`src/rtl/seq_det_mealy_param.sv`:
```
// Parameterised Mealy serial pattern detector with a loadable pattern,
// overlapping/non-overlapping modes and a saturating match counter.
module seq_det_mealy_param #(
    parameter int NBITS = 3,
    parameter int CNT_W = 8
) (
    input  logic                       clk,
    input  logic                       reset,
    input  logic                       en,
    input  logic                       in_,
    input  logic                       overlap,
    input  logic                       cfg_load,
    input  logic [NBITS-1:0]           cfg_pattern,
    input  logic                       clr_cnt,
    output logic                       out,
    output logic [CNT_W-1:0]           match_cnt,
    output logic                       sticky,
    output logic [$clog2(NBITS+1)-1:0] fill
);

    localparam int FW = $clog2(NBITS+1);
    localparam logic [FW-1:0] FULL = FW'(NBITS-1);

    // Alternating ...0101 with a 1 in the LSB, e.g. 101 for three bits.
    function automatic logic [NBITS-1:0] reset_pattern();
        logic [NBITS-1:0] r;
        for (int i = 0; i < NBITS; i++) begin
            r[i] = (i % 2 == 0);
        end
        return r;
    endfunction

    localparam logic [NBITS-1:0] RST_PAT = reset_pattern();

    logic [NBITS-1:0] pat;
    logic [NBITS-2:0] hist;
    logic [NBITS-1:0] win;
    logic             accept;
    logic             full;

    // Candidate window: stored history with the current bit appended.
    assign win    = {hist, in_};
    assign accept = en & ~cfg_load;
    assign full   = (fill == FULL);
    assign out    = ~reset & accept & full & (win == pat);

    // History, fill level, pattern and match bookkeeping.
    always_ff @(posedge clk or posedge reset) begin
        if (reset) begin
            pat       <= RST_PAT;
            hist      <= '0;
            fill      <= '0;
            match_cnt <= '0;
            sticky    <= 1'b0;
        end else begin
            if (cfg_load) begin
                pat  <= cfg_pattern;
                hist <= '0;
                fill <= '0;
            end else if (en) begin
                if (out && !overlap) begin
                    hist <= '0;
                    fill <= '0;
                end else begin
                    hist <= win[NBITS-2:0];
                    if (!full) begin
                        fill <= fill + FW'(1);
                    end
                end
            end

            if (clr_cnt) begin
                match_cnt <= '0;
                sticky    <= 1'b0;
            end else if (out) begin
                sticky <= 1'b1;
                if (match_cnt != {CNT_W{1'b1}}) begin
                    match_cnt <= match_cnt + CNT_W'(1);
                end
            end
        end
    end

endmodule

```
`config.mk`:
```
export PLATFORM = sky130hd
export DESIGN_NAME = seq_det_mealy_param
export DESIGN_NICKNAME = d
export VERILOG_FILES = /design/src/rtl/seq_det_mealy_param.sv
export SDC_FILE = /design/constraint.sdc
export NUM_CORES = 1
export LEC_CHECK = 0
export ABC_AREA = 1
export CAP_MARGIN = 15
export CORE_MARGIN = 2
export CORE_UTILIZATION = 49
export DETAILED_ROUTE_END_ITERATION = 6
export PLACE_DENSITY = 0.88
export SLEW_MARGIN = 10
export SYNTH_ARGS = -nofsm -noshare
export SYNTH_HDL_FRONTEND = slang
export SYNTH_SLANG_ARGS = --single-unit
export TNS_END_PERCENT = 30
```
`constraint.sdc`:
```
create_clock -name clk -period 1.9 [get_ports clk]
set_input_delay 0.19 -clock clk [delete_from_list [all_inputs] [get_ports clk]]
set_output_delay 0.19 -clock clk [all_outputs]
set_load 0.01 [all_outputs]
```
; After elaboration in Yosys (flattened, before gate mapping)
; Index checks and enable logic that the tools add are counted.
[classes]
addsub = 2
muxes = 12
bitwise = 6
n_eq_ne = 4
n_reduce_logical = 7
[op_table]
columns = op, count
row1 = 2-to-1 mux 8 bit, 3
row2 = 2-to-1 mux 2 bit, 7
row3 = "adder 8 x 1 -> 8 bit, second input constant", 1
row4 = "inequality test 8 bit, second input constant", 1
row5 = nonzero test 2 bit, 3
row6 = AND 1 bit, 4
row7 = AND reduction 2 bit, 2
row8 = == test 3 bit, 1
row9 = "inequality test 3 x 2 -> 1 bit, second input constant", 1
row10 = "adder 2 x 1 -> 2 bit, second input constant", 1
row11 = "== test 2 bit, second input constant", 1
row12 = 2-to-1 mux 1 bit, 2
row13 = inverter 1 bit, 2
row14 = logical AND 1 bit, 1
row15 = zero test 1 bit, 1
[totals]
regBits = 16
elab_cells = 36
input_bits = 10

; Logic depth before layout (Yosys ltp)
; Gate-level depths: netlist of the first run.
[depth]
ltp_word = 9
depth_mapped = 11
ltp_nobuf = 11

; Worst setup path before layout of the first run
; No wires, ideal clock.
[synth_timing]
path_type = reg-to-reg
startpoint = register fill[0]
endpoint = register fill[0]
setup_time_ns = 0.116
period_less_slack_ns = 1.421
arrival_time_ns = 1.305
setup_slack_ns = 0.479
t_required_ns = 1.784
stages_incl_launch_ff = 12
path_buffers = 0
path_cell_list = dfrtp_1 -> inv_1 -> ha_1 -> inv_2 -> nor2_8 -> nand2_2 -> nor2_4 -> nand3_2 -> nand2_1 -> nor2_1 -> nand2_1 -> nand2_1
[synth_between]
elab_chain_len = 7
elab_cells_between_ends = 11
cone_classes = add/sub: 1 / eq/ne: 2 / mux: 4 / bitwise: 2 / reduce/logical: 2
[synth_lines]
columns = element, line_no
row1 = "start, declared", 18  ; output logic [$clog2(NBITS+1)-1:0] fill
row2 = "start signal, assigned", 67  ; fill <= fill + FW'(1);
row3 = == test 2 bit, 44  ; assign full = (fill == FULL);
row4 = AND 1 bit (2 in series), 45  ; assign out = ~reset & accept & full & (win == pat);
row5 = logical AND 1 bit, 61  ; if (out && !overlap) begin
row6 = 2-to-1 mux 2 bit, 61
row7 = 2-to-1 mux 2 bit, 60  ; end else if (en) begin
row8 = 2-to-1 mux 2 bit, 56  ; if (cfg_load) begin
; Several ways; a longest one is shown, not always the timed one. The select of a mux whose other input is x is not followed.
; A chain may end at the register's enable or synchronous reset.

; Final worst setup path of the first run
[layout_timing]
startpoint = register fill[0]
endpoint = output out
[layout_between]
elab_chain_len = 3
[layout_lines]
columns = element, line_no
row1 = == test 2 bit, 44
row2 = AND 1 bit (2 in series), 45
row3 = "end, declared", 15  ; output logic out,
; No other way between the ends.

==> results of run 1 <==
[stage by stage]
step	hold WS, ns	power (mW)
after floorplan	0.102	0.519
after global placement	0.488	0.602
after detailed placement	0.501	0.614
after CTS	0.316	0.812
after global routing	0.382	0.859
final	0.286	0.806
[state kept, by name (all words and copies together) (netlist names)]
name       flops
match_cnt      8
pat            3
fill           2
hist           2
sticky         1
[final cells by class]
| type | count | area share, % |
|---|---|---|
| Clock buffer | 4 | 2.06 |
| Inverter | 17 | 5.00 |
| Multi-Input combinational cell | 91 | 38.7 |
| Sequential cell | 16 | 31.6 |
| Tap cell | 27 | 2.65 |
| Timing Repair Buffer | 27 | 20.0 |
[cells by family after synthesis]
| logic type | after synthesis | share of synthesized area (%) |
|---|---|---|
| compound gates | 9 | 5.78 |
| buf+inv | 19 | 8.09 |
| flops | 16 | 41.3 |
| fa+ha+maj | 2 | 2.57 |
| simple gates | 77 | 39.5 |
| xor+xnor | 3 | 2.70 |
[routing by layer]
layer | GRT usage, % | up-vias | routed length, um
met3 | 3.40 | 8 | 68
li1 | - | 456 | -
met4 | 7.14 | 0 | 47
met2 | 38.1 | 25 | 1100
met5 | 0 | - | 0
met1 | 20.0 | 416 | 843
[repair_timing]
action / 4_1_cts / 5_1_grt
setup buffers: 1 / 0
resized for setup: 1 / 1
setup endpoints to repair: 1 / 1
[cells in the mapped netlist]
master / instances / share of area [%]
buf_1: 1 / 0.38
nand3_4: 1 / 1.8
dfstp_2: 2 / 5.4
nor2_4: 1 / 1.2
nor2_2: 2 / 1.3
xor2_1: 3 / 2.7
o21ai_0: 4 / 2.1
o22ai_1: 1 / 0.64
nand4_1: 3 / 1.9
a21oi_1: 1 / 0.51
nor2_8: 1 / 2.1
o21ai_2: 1 / 0.90
a21oi_2: 1 / 0.90
nor3_1: 2 / 1.0
nand2_2: 1 / 0.64
nand2_4: 1 / 1.2
inv_2: 3 / 1.2
nand3_2: 2 / 2.1
dfrtp_1: 14 / 36
nor2_1: 12 / 4.6
nand2_1: 41 / 16
buf_6: 1 / 1.2
ha_1: 2 / 2.6
nand3_1: 8 / 4.1
inv_1: 14 / 5.4
nand4_2: 1 / 1.3
o21bai_1: 1 / 0.77
and3_1: 1 / 0.64
[worst max path at each step]
stage | start | end | slack [ns] | cells past startpoint
floorplan | fill[0] | fill[0] | 0.48 | 11
global placement | cfg_load | out | 0.05 | 7
detailed placement | cfg_load | out | 0.04 | 7
CTS | fill[0] | out | 0.11 | 9
global route | fill[0] | out | 0.02 | 9
finish | fill[0] | out | 0.14 | 9
[power breakdown]
group / internal [mW] / switching (mW) / total (mW)
Clock: 0.0816 / 0.110 / 0.191
Combinational: 0.106 / 0.115 / 0.221
Sequential: 0.371 / 0.0227 / 0.394
==> run summary, run 1 <==
Maximum vdd drop -> 0.000423 V
CTS tree -> built
Startpoint types -> flop
Setup slack, reg-to-reg -> 0.34 ns
Clk sink count -> 16
Fmax -> 569 MHz
CP delay by family, top -> buffers and inverters
GP Congestion -> 0.872
IO buf count -> 21
First DRT Iteration DRCs -> 13
Hold Path Class -> in2async
CP max FO -> 3
CTS Hold Buffers Added -> 0
Post-synth cell types -> 28
Clk slew on worst S/H paths -> 0.10 ns
CP Cell Sequence -> inv_1 > ha_1 > inv_2 > nor2_8 > nand2_2 > nor2_4 > nand2_1 > inv_1 > clkdlybuf4s15_1
Worst endpoint required time -> 1.71 ns
Setup CP Type -> reg2out
DR vias/cell -> 4.97
Dpl cells -> 177
Max clock buf depth -> 2
Worst slack at placement -> 0.0384 ns
Synth-to-layout area growth -> 30.8%
Reg-to-Reg End -> fill[0]
Clk Latency, worst-skew pair -> 0.29 ns
Clock Skew -> 0.0148 ns
Post-Syn Instances -> 126
CP arrival -> 1.57 ns
Setup TNS -> 0 ns
#FFs+latches synth -> 16
IO Count -> 22
Row cnt -> 16
Fin util -> 66.3%
Average instance area after synthesis -> 7.74 um2
Vias in the first global route -> 885
Maxcap violations -> 0
Max incr delay on CP -> 0.40 ns
Pins Over Slew Limit -> 0
Multi-input logic area -> 493 um2
Status -> completed
# setup viols final -> 0
RSZ-0062 raised after global routing -> false
P_leak -> 0.645 nW
Initial antenna violation count -> 0
Min cycle time layout -> 1.76 ns
Global route total overflow -> 0
Initial core utilization -> 50.7%
Chip height -> 48.6 um
Syn Nets -> 138
Drt pass-1 iters -> 4
CP Capture Type -> primary output
H-Tree Depth -> 1
WL/cell -> 11.3 um
Syn Std Cell Area -> 975 um2
Cell mode on critical path -> inv_1
Post-synthesis sequential area ratio -> 41.3%
Post-place instance area -> 0.00124 mm2
Vias -> 905
Global Route Usage Sum -> 19.4%
Final hold viol count -> 0
Finished Cell Area -> 0.00127 mm2
CP bufs+invs -> 4
Die W -> 48.6 um
Die area -> 0.00236 mm2
Worst slew pin tran -> 0.611 ns
DP HPWL -> 1600 um
Antenna cells -> 0
Largest net degree at the start of global routing -> 17
Most frequent cells in the layout -> nand2_1, clkdlybuf4s50_1, inv_1, dfrtp_1, nor2_1
Routed WL -> 2060 um
Slew Limit Headroom -> 59.2%
Final nets -> 168
CTS root buf -> clkbuf_4
Core area -> 0.00192 mm2
Share of cells above drive strength 1 -> 16.8%
Non-Filler Instances -> 182
Slowest cell on crit path -> dfrtp_1
Commonest non-fill, non-tap cell in the layout -> nand2_1
Final worst-path cycle share -> 92.5%
Remaining DRCs -> 0
Post-route ant nets -> 0
Setup slack after layout -> 0.142 ns
CTS Buf Count -> 3
Filler Cell Count -> 185
Pwr/cell area -> 632 mW/mm2
Worst reg2reg path startpoint -> fill[0]
First-pass GRT wire length -> 3590 um
Sequential Area -> 403 um2
Warnings, synthesis -> 0
Worst reg-to-reg path cell count -> 12
(Power assumes the default switching activity.)
==> run 2, diff against run 1 <==
CORE_UTILIZATION = 50   (was 49)
DONT_BUFFER_PORTS = 1   (was not set)
PLACE_DENSITY = 0.75   (was 0.88)
==> run 2 against run 1 <==
  * Clock-buffer cell count did not move
  * Highest routed layer unchanged
  * Core utilization shrank 5.9 points
  * First-iteration DRC count is 38% higher
  * Register-to-register slack worse by 0.03 ns
  * Die area decreased by 1.8%
  * Combinational power shrank 40%
==> run summary, run 2 (synthesis gave the netlist of run 1 again) <==
Status -> completed
Die area -> 0.00232 mm2 (-1.8%)
Drt pass-1 iters -> 4 (unchanged)
Maxcap violations -> 0 (unchanged)
Pins Over Slew Limit -> 0 (unchanged)
Remaining DRCs -> 0 (unchanged)
Internal power -> 538 uW (-3.6%)
Global route total overflow -> 0 (unchanged)
Setup slack after layout -> 0.172 ns (+0.0300 ns)
CP arrival -> 1.54 ns (-0.03 ns)
Startpoint types -> flop
Hold Path Class -> in2reg
Most frequent cells in the layout -> nand2_1, inv_1, dfrtp_1, nor2_1, nand3_1
Maximum vdd drop -> 0.000411 V (-2.9%)
Worst reg2reg path startpoint -> fill[0]
Filler Cell Count -> 174 (-5.9%)
Core area -> 0.00178 mm2 (-7.2%)
Worst endpoint required time -> 1.71 ns (about the same)
Top reg by flops -> match_cnt
Vias -> 831 (-8.2%)
WL/cell -> 11.9 um (+5.7%)
DR vias/cell -> 5.26 (+5.8%)
Setup CP Type -> reg2out
IO Count -> 22 (unchanged)
Worst Setup SP -> fill[0]
CP Cell Sequence -> inv_1 > ha_1 > inv_2 > nor2_8 > nand2_2 > nor2_4 > nand2_1 > inv_1
Max incr delay on CP -> 0.45 ns (+0.05 ns)
Levels on crit path -> 8 (-1)
Cell mode on critical path -> inv_1
P_leak -> 0.562 nW (-13%)
NetSw -> 230 uW (-7.4%)
CTS root buf -> clkbuf_4
Vias in the first global route -> 724 (-18%)
Comb power frac -> 17.4% (-10 points)
Die W -> 48.2 um (-0.93%)
RSZ-0062 raised after global routing -> false
Pwr/cell area -> 713 mW/mm2 (+13%)
Post-place instance area -> 991 um2 (-20%)
IO buf count -> 0 (-100%)
Finished Cell Area -> 0.00108 mm2 (-16%)
Clock Skew -> 0.00309 ns (-0.0117 ns)
Post-route ant nets -> 0 (unchanged)
Share of cells above drive strength 1 -> 15.8% (-0.98 points)
Commonest non-fill, non-tap cell in the layout -> nand2_1
Antenna cells -> 0 (unchanged)
Global Route Usage Sum -> 18.0% (-1.4 points)
CP max FO -> 4 (+1)
Max reg flops -> 8 (unchanged)
DP HPWL -> 1430 um (-10%)
Worst slew pin tran -> 0.620 ns (+0.00897 ns)
Clk sink count -> 16 (unchanged)
Setup slack, reg-to-reg -> 0.31 ns (-0.03 ns)
CTS tree -> built
GP Congestion -> 0.807 (-7.5%)
Worst slack at placement -> 0.331 ns (+0.292 ns)
Max clock buf depth -> 2 (unchanged)
Reg power frac -> 53.0% (+4.2 points)
Reg-to-Reg End -> fill[0]
Setup TNS -> 0 ns (unchanged)
CTS Buf Count -> 3 (unchanged)
Net Sw Frac -> 29.9% (-0.84 points)
CP delay by family, top -> flip-flops
Final worst-path cycle share -> 90.9% (-1.6 points)
Critical Path Sink -> out
Worst reg-to-reg path cell count -> 11 (-1)
Clk Latency, worst-skew pair -> 0.29 ns (about the same)
Final hold viol count -> 0 (unchanged)
Largest net degree at the start of global routing -> 17 (unchanged)
Row cnt -> 15 (-1)
CP Capture Type -> primary output
H-Tree Depth -> 1 (unchanged)
Routed WL -> 1890 um (-8.3%)
Initial antenna violation count -> 0 (unchanged)
Min cycle time layout -> 1.73 ns (-0.0300 ns)
First-pass GRT wire length -> 2870 um (-20%)
Fmax -> 579 MHz (+1.7%)
Top Registers -> match_cnt: 8 flops, pat: 3 flops
Slew Limit Headroom -> 58.6% (-0.60 points)
Slowest cell on crit path -> dfrtp_1
CP bufs+invs -> 3 (-1)
Clock power share -> 29.7% (+6.0 points)
Clk slew on worst S/H paths -> 0.09 ns (about the same)
# setup viols final -> 0 (unchanged)
Final nets -> 146 (-13%)
First DRT Iteration DRCs -> 18 (+5)
Initial core utilization -> 54.7% (+4.0 points)
Chip height -> 48.2 um (-0.93%)
Synth-to-layout area growth -> 10.5%
run 2: changes by cell type in the layout (fill, tap and decap cells not counted):
cell | previous run | this run
clkdlybuf4s15_1 | 1 | 0
buf_4 | 6 | 0
clkdlybuf4s50_1 | 20 | 0
dlygate4sd3_1 | 0 | 5
clkbuf_8 | 0 | 1
clkbuf_1 | 1 | 0
run 2: worst min-delay path by stage:
stage                   startpoint  cells after the start  slack (ns)      end
global route              cfg_load                      2        0.03   pat[1]
global placement             reset                      1        0.19  hist[0]
CTS                       cfg_load                      2      0.0008   pat[0]
finish              cfg_pattern[2]                      2        0.01   pat[2]
floorplan                    reset                      1        0.10  fill[0]
detailed placement           reset                      1        0.19  hist[0]
run 2: cell type report:
type	instances	area, um2	area share [%]
Clock buffer	4	36.3	3.37
Inverter	17	63.8	5.92
Tap cell	25	31.3	2.90
Sequential cell	16	403	37.4
Timing Repair Buffer	5	50.0	4.65
Multi-Input combinational cell	91	493	45.8
run 2: timing repair:
item	4_1_cts	5_1_grt
hold buffers	3	2
buffers inserted	0	0
endpoints found under the hold margin	18	1
gates resized for setup	0	0
run 2: through the flow:
step / total power, mW / utilization (%) / hold WS (ns) / std cells
2_1_floorplan: 0.519 / - / 0.102 / 126
3_3_place_gp: 0.531 / 55.6 / 0.187 / 149
3_5_place_dp: 0.540 / 55.6 / 0.188 / 149
4_1_cts: 0.777 / 59.3 / 0.000848 / 156
5_1_grt: 0.814 / 60.4 / 0.0329 / 158
6_report: 0.768 / 60.4 / 0.0135 / 158
run 2: power groups by stage:
stage          clock network [mW]  logic (mW)  registers, mW
3_3_place_gp                    0       0.118          0.413
2_1_floorplan                   0       0.112          0.408
3_5_place_dp                    0       0.127          0.413
5_1_grt                     0.249       0.154          0.411
6_report                    0.228       0.133          0.407
4_1_cts                     0.238       0.133          0.407
run 2: per-layer routing:
metal | up-vias | global-route usage, % | part of all wire, %
met2 | 20 | 29.5 | 49
li1 | 411 | - | -
met5 | - | 0 | 0
met3 | 4 | 3.33 | 4.9
met4 | 0 | 8.11 | 1.2
met1 | 396 | 22.9 | 45
